$ cat src/rtl/writeback_stage_p_pkg.sv
// Shared encodings for the writeback result mux and load sizes.
// The decode stage imports this package as well.
package writeback_stage_p_pkg;

   localparam logic [1:0] RES_ALU = 2'd0;
   localparam logic [1:0] RES_MEM = 2'd1;
   localparam logic [1:0] RES_PC4 = 2'd2;
   localparam logic [1:0] RES_IMM = 2'd3;

   localparam logic [2:0] F3_LB  = 3'b000;
   localparam logic [2:0] F3_LH  = 3'b001;
   localparam logic [2:0] F3_LW  = 3'b010;
   localparam logic [2:0] F3_LD  = 3'b011;
   localparam logic [2:0] F3_LBU = 3'b100;
   localparam logic [2:0] F3_LHU = 3'b101;
   localparam logic [2:0] F3_LWU = 3'b110;

endpackage

$ cat src/rtl/writeback_stage_p_load_formatter.sv
// Combinational load data formatter: aligns the addressed bytes, extends them
// to XLEN and flags accesses that are not naturally aligned.
module writeback_stage_p_load_formatter
   import writeback_stage_p_pkg::*;
#(
   parameter int unsigned XLEN = 32,
   parameter int unsigned OffW = 2
) (
   input  logic [XLEN-1:0] readData,
   input  logic [OffW-1:0] offset,
   input  logic [2:0]      funct3,
   output logic [XLEN-1:0] data,
   output logic            misalign
);

   logic [XLEN-1:0] shifted;
   logic [XLEN-1:0] byteS, byteZ, halfS, halfZ, wordS, wordZ;

   assign shifted = readData >> {offset, 3'b000};

   // Extensions are built by overlaying the low bits so no zero-width replication
   // appears when XLEN is 32.
   always_comb begin
      byteS = {XLEN{shifted[7]}};
      byteS[7:0] = shifted[7:0];
      byteZ = '0;
      byteZ[7:0] = shifted[7:0];
      halfS = {XLEN{shifted[15]}};
      halfS[15:0] = shifted[15:0];
      halfZ = '0;
      halfZ[15:0] = shifted[15:0];
      wordS = {XLEN{shifted[31]}};
      wordS[31:0] = shifted[31:0];
      wordZ = '0;
      wordZ[31:0] = shifted[31:0];
   end

   always_comb begin
      data     = readData;
      misalign = 1'b0;
      case (funct3)
         F3_LB:  data = byteS;
         F3_LBU: data = byteZ;
         F3_LH: begin
            data     = halfS;
            misalign = offset[0];
         end
         F3_LHU: begin
            data     = halfZ;
            misalign = offset[0];
         end
         F3_LW: begin
            data     = wordS;
            misalign = (offset[1:0] != 2'b00);
         end
         F3_LD: begin
            if (XLEN == 64) begin
               data     = shifted;
               misalign = (offset != '0);
            end
         end
         F3_LWU: begin
            if (XLEN == 64) begin
               data     = wordZ;
               misalign = (offset[1:0] != 2'b00);
            end
         end
         default: data = readData;
      endcase
   end

endmodule

$ cat src/rtl/writeback_stage_p.sv
// Writeback stage: result select, load formatting, registered write-back triple,
// zero-latency forwarding, misaligned-load pulse and retired-instruction counter.
module writeback_stage_p
   import writeback_stage_p_pkg::*;
#(
   parameter int unsigned XLEN   = 32,
   parameter int unsigned REG_AW = 5,
   parameter int unsigned CNT_W  = 64
) (
   input  logic              clk,
   input  logic              rst,
   input  logic              valid_i,
   input  logic              stall_i,
   input  logic              flush_i,
   input  logic              reg_write_i,
   input  logic [1:0]        result_src_i,
   input  logic [2:0]        funct3_i,
   input  logic [REG_AW-1:0] rd_i,
   input  logic [XLEN-1:0]   alu_result_i,
   input  logic [XLEN-1:0]   read_data_i,
   input  logic [XLEN-1:0]   pc_plus4_i,
   input  logic [XLEN-1:0]   imm_i,
   output logic [XLEN-1:0]   result_o,
   output logic [REG_AW-1:0] rd_o,
   output logic              reg_write_o,
   output logic              valid_o,
   output logic [XLEN-1:0]   fwd_result_o,
   output logic              fwd_en_o,
   output logic              misalign_o,
   output logic [CNT_W-1:0]  retired_o
);

   localparam int unsigned OffW = (XLEN == 64) ? 3 : 2;

   logic [XLEN-1:0]   loadData;
   logic              loadMisalign;
   logic              misalign;
   logic              writeEn;
   logic [XLEN-1:0]   resultD;

   logic [XLEN-1:0]   resultQ;
   logic [REG_AW-1:0] rdQ;
   logic              regWriteQ;
   logic              validQ;
   logic              misalignQ;
   logic [CNT_W-1:0]  retiredQ;

   writeback_stage_p_load_formatter #(
      .XLEN (XLEN),
      .OffW (OffW)
   ) uFormatter (
      .readData (read_data_i),
      .offset   (alu_result_i[OffW-1:0]),
      .funct3   (funct3_i),
      .data     (loadData),
      .misalign (loadMisalign)
   );

   always_comb begin
      resultD = alu_result_i;
      unique case (result_src_i)
         RES_ALU: resultD = alu_result_i;
         RES_MEM: resultD = loadData;
         RES_PC4: resultD = pc_plus4_i;
         RES_IMM: resultD = imm_i;
         default: resultD = alu_result_i;
      endcase
   end

   // Alignment only matters when the load path is actually selected.
   assign misalign = (result_src_i == RES_MEM) && loadMisalign;
   assign writeEn  = valid_i && reg_write_i && (rd_i != '0) && !misalign;

   assign fwd_result_o = resultD;
   assign fwd_en_o     = writeEn;

   always_ff @(posedge clk or posedge rst) begin
      if (rst) begin
         resultQ   <= '0;
         rdQ       <= '0;
         regWriteQ <= 1'b0;
         validQ    <= 1'b0;
         misalignQ <= 1'b0;
         retiredQ  <= '0;
      end else if (flush_i) begin
         resultQ   <= '0;
         rdQ       <= '0;
         regWriteQ <= 1'b0;
         validQ    <= 1'b0;
         misalignQ <= 1'b0;
      end else if (stall_i) begin
         // Hold the triple but let the misalign pulse expire.
         misalignQ <= 1'b0;
      end else begin
         resultQ   <= resultD;
         rdQ       <= rd_i;
         regWriteQ <= writeEn;
         validQ    <= valid_i;
         misalignQ <= valid_i && misalign;
         if (valid_i && !misalign) begin
            retiredQ <= retiredQ + 1'b1;
         end
      end
   end

   assign result_o    = resultQ;
   assign rd_o        = rdQ;
   assign reg_write_o = regWriteQ;
   assign valid_o     = validQ;
   assign misalign_o  = misalignQ;
   assign retired_o   = retiredQ;

endmodule

$ cat config.mk
export PLATFORM = sky130hd
export DESIGN_NAME = writeback_stage_p
export DESIGN_NICKNAME = d
export VERILOG_FILES = /design/src/rtl/writeback_stage_p_pkg.sv /design/src/rtl/writeback_stage_p_load_formatter.sv /design/src/rtl/writeback_stage_p.sv
export SDC_FILE = /design/constraint.sdc
export NUM_CORES = 1
export LEC_CHECK = 0
export BUFFER_PORTS_ARGS = -buffer_cell sky130_fd_sc_hd__buf_2
export CAP_MARGIN = 20
export CORE_MARGIN = 2
export CORE_UTILIZATION = 49
export DETAILED_ROUTE_END_ITERATION = 16
export PLACE_DENSITY_LB_ADDON = 0.25
export SLEW_MARGIN = 20
export SYNTH_ARGS = -nofsm -noshare
export SYNTH_HDL_FRONTEND = slang
export SYNTH_HIERARCHICAL = 1
export SYNTH_SLANG_ARGS = --single-unit
$ cat constraint.sdc
create_clock -name clk -period 4.1 [get_ports clk]
set_input_delay 0.41 -clock clk [delete_from_list [all_inputs] [get_ports clk]]
set_output_delay 0.41 -clock clk [all_outputs]
set_load 0.05 [all_outputs]
==> summary.md <==
| Metric | Value |
|---|---|
| Pwr Density | 349.9 mW/mm^2 |
| Antenna viol nets, final | 0 |
| Endpoints failing hold | 0 |
| Share of layout cells above drive strength 1 | between 40% and 50% |
| Count of state elements after synthesis | between 100 and 150 |
| # clock sinks | 104 |
| Die area | 0.01419 sq mm |
| Reg clk slew, reported paths | around 70 ps |
| Utilization after layout | between 60% and 70% |
| Vias | ~6200 |
| Worst Max-Slew Pin Slew | 940.4 ps |
| Power Internal | 1.847 mW |
| Area delta synth->final | 28.41% |
| Die Ht | 119.1 um |
| Slew Viols, Final | 0 |
| RSZ-0062 raised after global routing | no |
| Max-cap violations | 0 |
| Comb pwr share | 30.3% |
| CTS tree | done |
| Nets | roughly 1000 |
| Vias in the first global route | ~5900 |
| F_max | around 300 MHz |
| Synth Area per Inst | around 10 sq um |
| Gr ovfl total | 0 |
| Synth Flop Type | dfrtp_1 |
| DR pass1 iterations | 5 |
| EDFF count, synth | 0 |
| Minimum clock period | roughly 3400 ps |
| IO buf count | 280 |
| Most frequent cells in the layout | buf_2, dfrtp_1, nor2_1 |
| Clock skew | 7.741 ps |
| Worst Hold Class | primary input to async pin |
| First-pass GRT wire length | about 33 mm |
| Sw power | between 1 and 1.5 mW |
| Worst vdd rail ir drop | about 0.28 mV |
| Clk root buf | clkbuf_16 |
| Setup Buffers After CTS | 0 |
| Largest net degree at the start of global routing | 81 |
| Clock buffer count from CTS | 9 |
| Setup CP Type | primary input to primary output |
| Post-DR wirelength/cell | roughly 20 um |
| Top cells by area, synth | dfrtp_1, mux4_2, mux2i_1 |
| Status | complete, no violations |
| Antenna violations before repair | 2 |
| DP HPWL | approximately 17 mm |
| Total I/O pin count | roughly 280 |
| Wirelength, routed | 21.17 mm |
| Sequential share of power | between 30% and 40% |
| Vias per Instance | 5.680 |
| Yosys top cell by area | dfrtp_1 |
| CP Launch Type | primary input |
| H-tree depth | 3 |
| Switching share of power | 36.73% |
| Setup-failing EPs final | 0 |
| Worst skew pair latency | ~350 ps |
| Reg2Reg Setup Slack | approximately 1400 ps |
| GR Util All Layers | 30.38% |
| Leakage | around 4.3 nW |
| Clk pwr share | a little under a third |
| Row count | 42 |
| Seq/Total Area, Yosys | between 40% and 50% |
| Synth unique cells | between 50 and 60 |
| GP Congestion | ~0.9 |
| Fillers | between 1000 and 1500 |
| Top-area cell type share of the netlist area | between 40% and 50% |
| Cts hold-fix bufs | 0 |
| Core footprint | 0.01309 sq mm |
| # DRC | 0 |
| Starting Density | ~50% |
| Max Fanout on Critical Path | 18 |
| Syn_nets | between 700 and 800 |
| Iteration-0 DRC Markers | slightly above 600 |
| Tcrit/Tclk final | approximately 83% |
| Synth Instances | approximately 640 |
| Most common cell after layout, fill and taps aside | buf_2 |
| Yosys warnings | 6 |
| Resized Gates After CTS | 0 |
| Crit path required time | approximately 3700 ps |
| Relative slew slack | ~37% |
| Die W | ~120 um |
| Arrival time worst endpoint | 2980 ps |
| Worst Setup End Kind | primary output |
| Fin Setup TNS | 0 ps |
| Async set or reset register ratio after synthesis | 100.0% |
| Clk buf depth | 2 |
| Mapped Area | 0.006496 sq mm |
## worst paths after layout
kind                                                start                         to  cells past startpoint
worst min-delay path                                  rst    result_o[6]$_DFFE_PP0P_                      2
worst max register to register  retired_o[24]$_DFFE_PP0P_  retired_o[59]$_DFFE_PP0P_                      5
worst max-delay path                      alu_result_i[0]           fwd_result_o[31]                      8
worst min register to register  retired_o[63]$_DFFE_PP0P_  retired_o[63]$_DFFE_PP0P_                      1
max in group asynchronous                             rst   result_o[28]$_DFFE_PP0P_                      3
min in group clk                                  rd_i[0]        rd_o[0]$_DFFE_PP0P_                      3
## Yosys cell counts (6+ instances only)
cell	instances
a21oi_1	23
a22oi_1	7
and3_1	11
buf_1	7
buf_2	6
clkbuf_1	20
dfrtp_1	104
inv_1	24
mux2_2	11
mux2i_1	47
mux4_2	32
nand2_1	46
nand3_1	19
nand4_1	25
nor2_1	88
nor3_1	17
nor4_1	13
o211ai_1	8
o21ai_0	9
o22ai_1	8
o31a_1	7
xnor2_1	28
xor2_1	35
## critical path: stages
cell,delay (ps)
buf_2,300
mux2_2,390
o221ai_1,200
a22o_2,410
a21boi_4,360
o22ai_1,130
mux4_2,520
buf_2,240
## through the flow
| stage | power (mW) | hold WS, ps | area [sq um] | std cells | setup WS [ps] |
|---|---|---|---|---|---|
| floorplan | 1.767 | 563.0 | 6496 | 636 | 957.8 |
| global placement | 2.024 | 457.7 | 8026 | 1065 | 788.2 |
| detailed placement | 2.030 | 450.4 | 8026 | 1065 | 775.9 |
| CTS | 2.929 | 309.8 | 8337 | 1081 | 772.6 |
| global route | 3.024 | 331.8 | 8342 | 1083 | 631.6 |
| finish | 2.919 | 283.0 | 8342 | 1083 | 710.3 |
## flip-flops by register name, summed over array words and instances (netlist names)
register     cells
valid_o          1
rd_o             5
reg_write_o      1
result_o        32
misalign_o       1
retired_o       64
## logic make-up after synthesis
family / count (synthesis) / synth area share, %
buffers and inverters: 59 / 3.756
xor gates and xnor gates: 63 / 8.494
adders and majority gates: 1 / 0.1926
muxes: 91 / 20.47
AOI/OAI and AO/OA: 70 / 7.204
and+or+nand+nor: 248 / 19.82
DFF: 104 / 40.06
## layout make-up
cell class | count | area, sq um | share of cell area (%)
clock inverter | 5 | 67.56 | 0.8100
inverter | 24 | 92.59 | 1.110
antenna | 2 | 5.005 | 0.06000
multi-input combinational | 473 | 3650 | 43.75
timing repair buffer | 288 | 1461 | 17.52
sequential | 104 | 2603 | 31.20
clock buffer | 11 | 242.7 | 2.910
tap | 176 | 220.2 | 2.640
## power by group through the flow
stage               logic, mW  registers, mW  clock network [mW]
finish                  0.884           1.13               0.904
global route            0.934           1.14               0.950
CTS                     0.883           1.13               0.915
detailed placement      0.881           1.15                   0
global placement        0.877           1.15                   0
floorplan               0.442           1.33                   0
## routing by layer
metal	routed length (um)	track usage, %	up-vias
li1	-	-	2834
met1	9574	45.13	3014
met2	9837	46.12	281
met3	1456	6.082	22
met4	302	6.771	0
met5	0	0	-
Note: power is estimated with default switching activity, not from simulation.
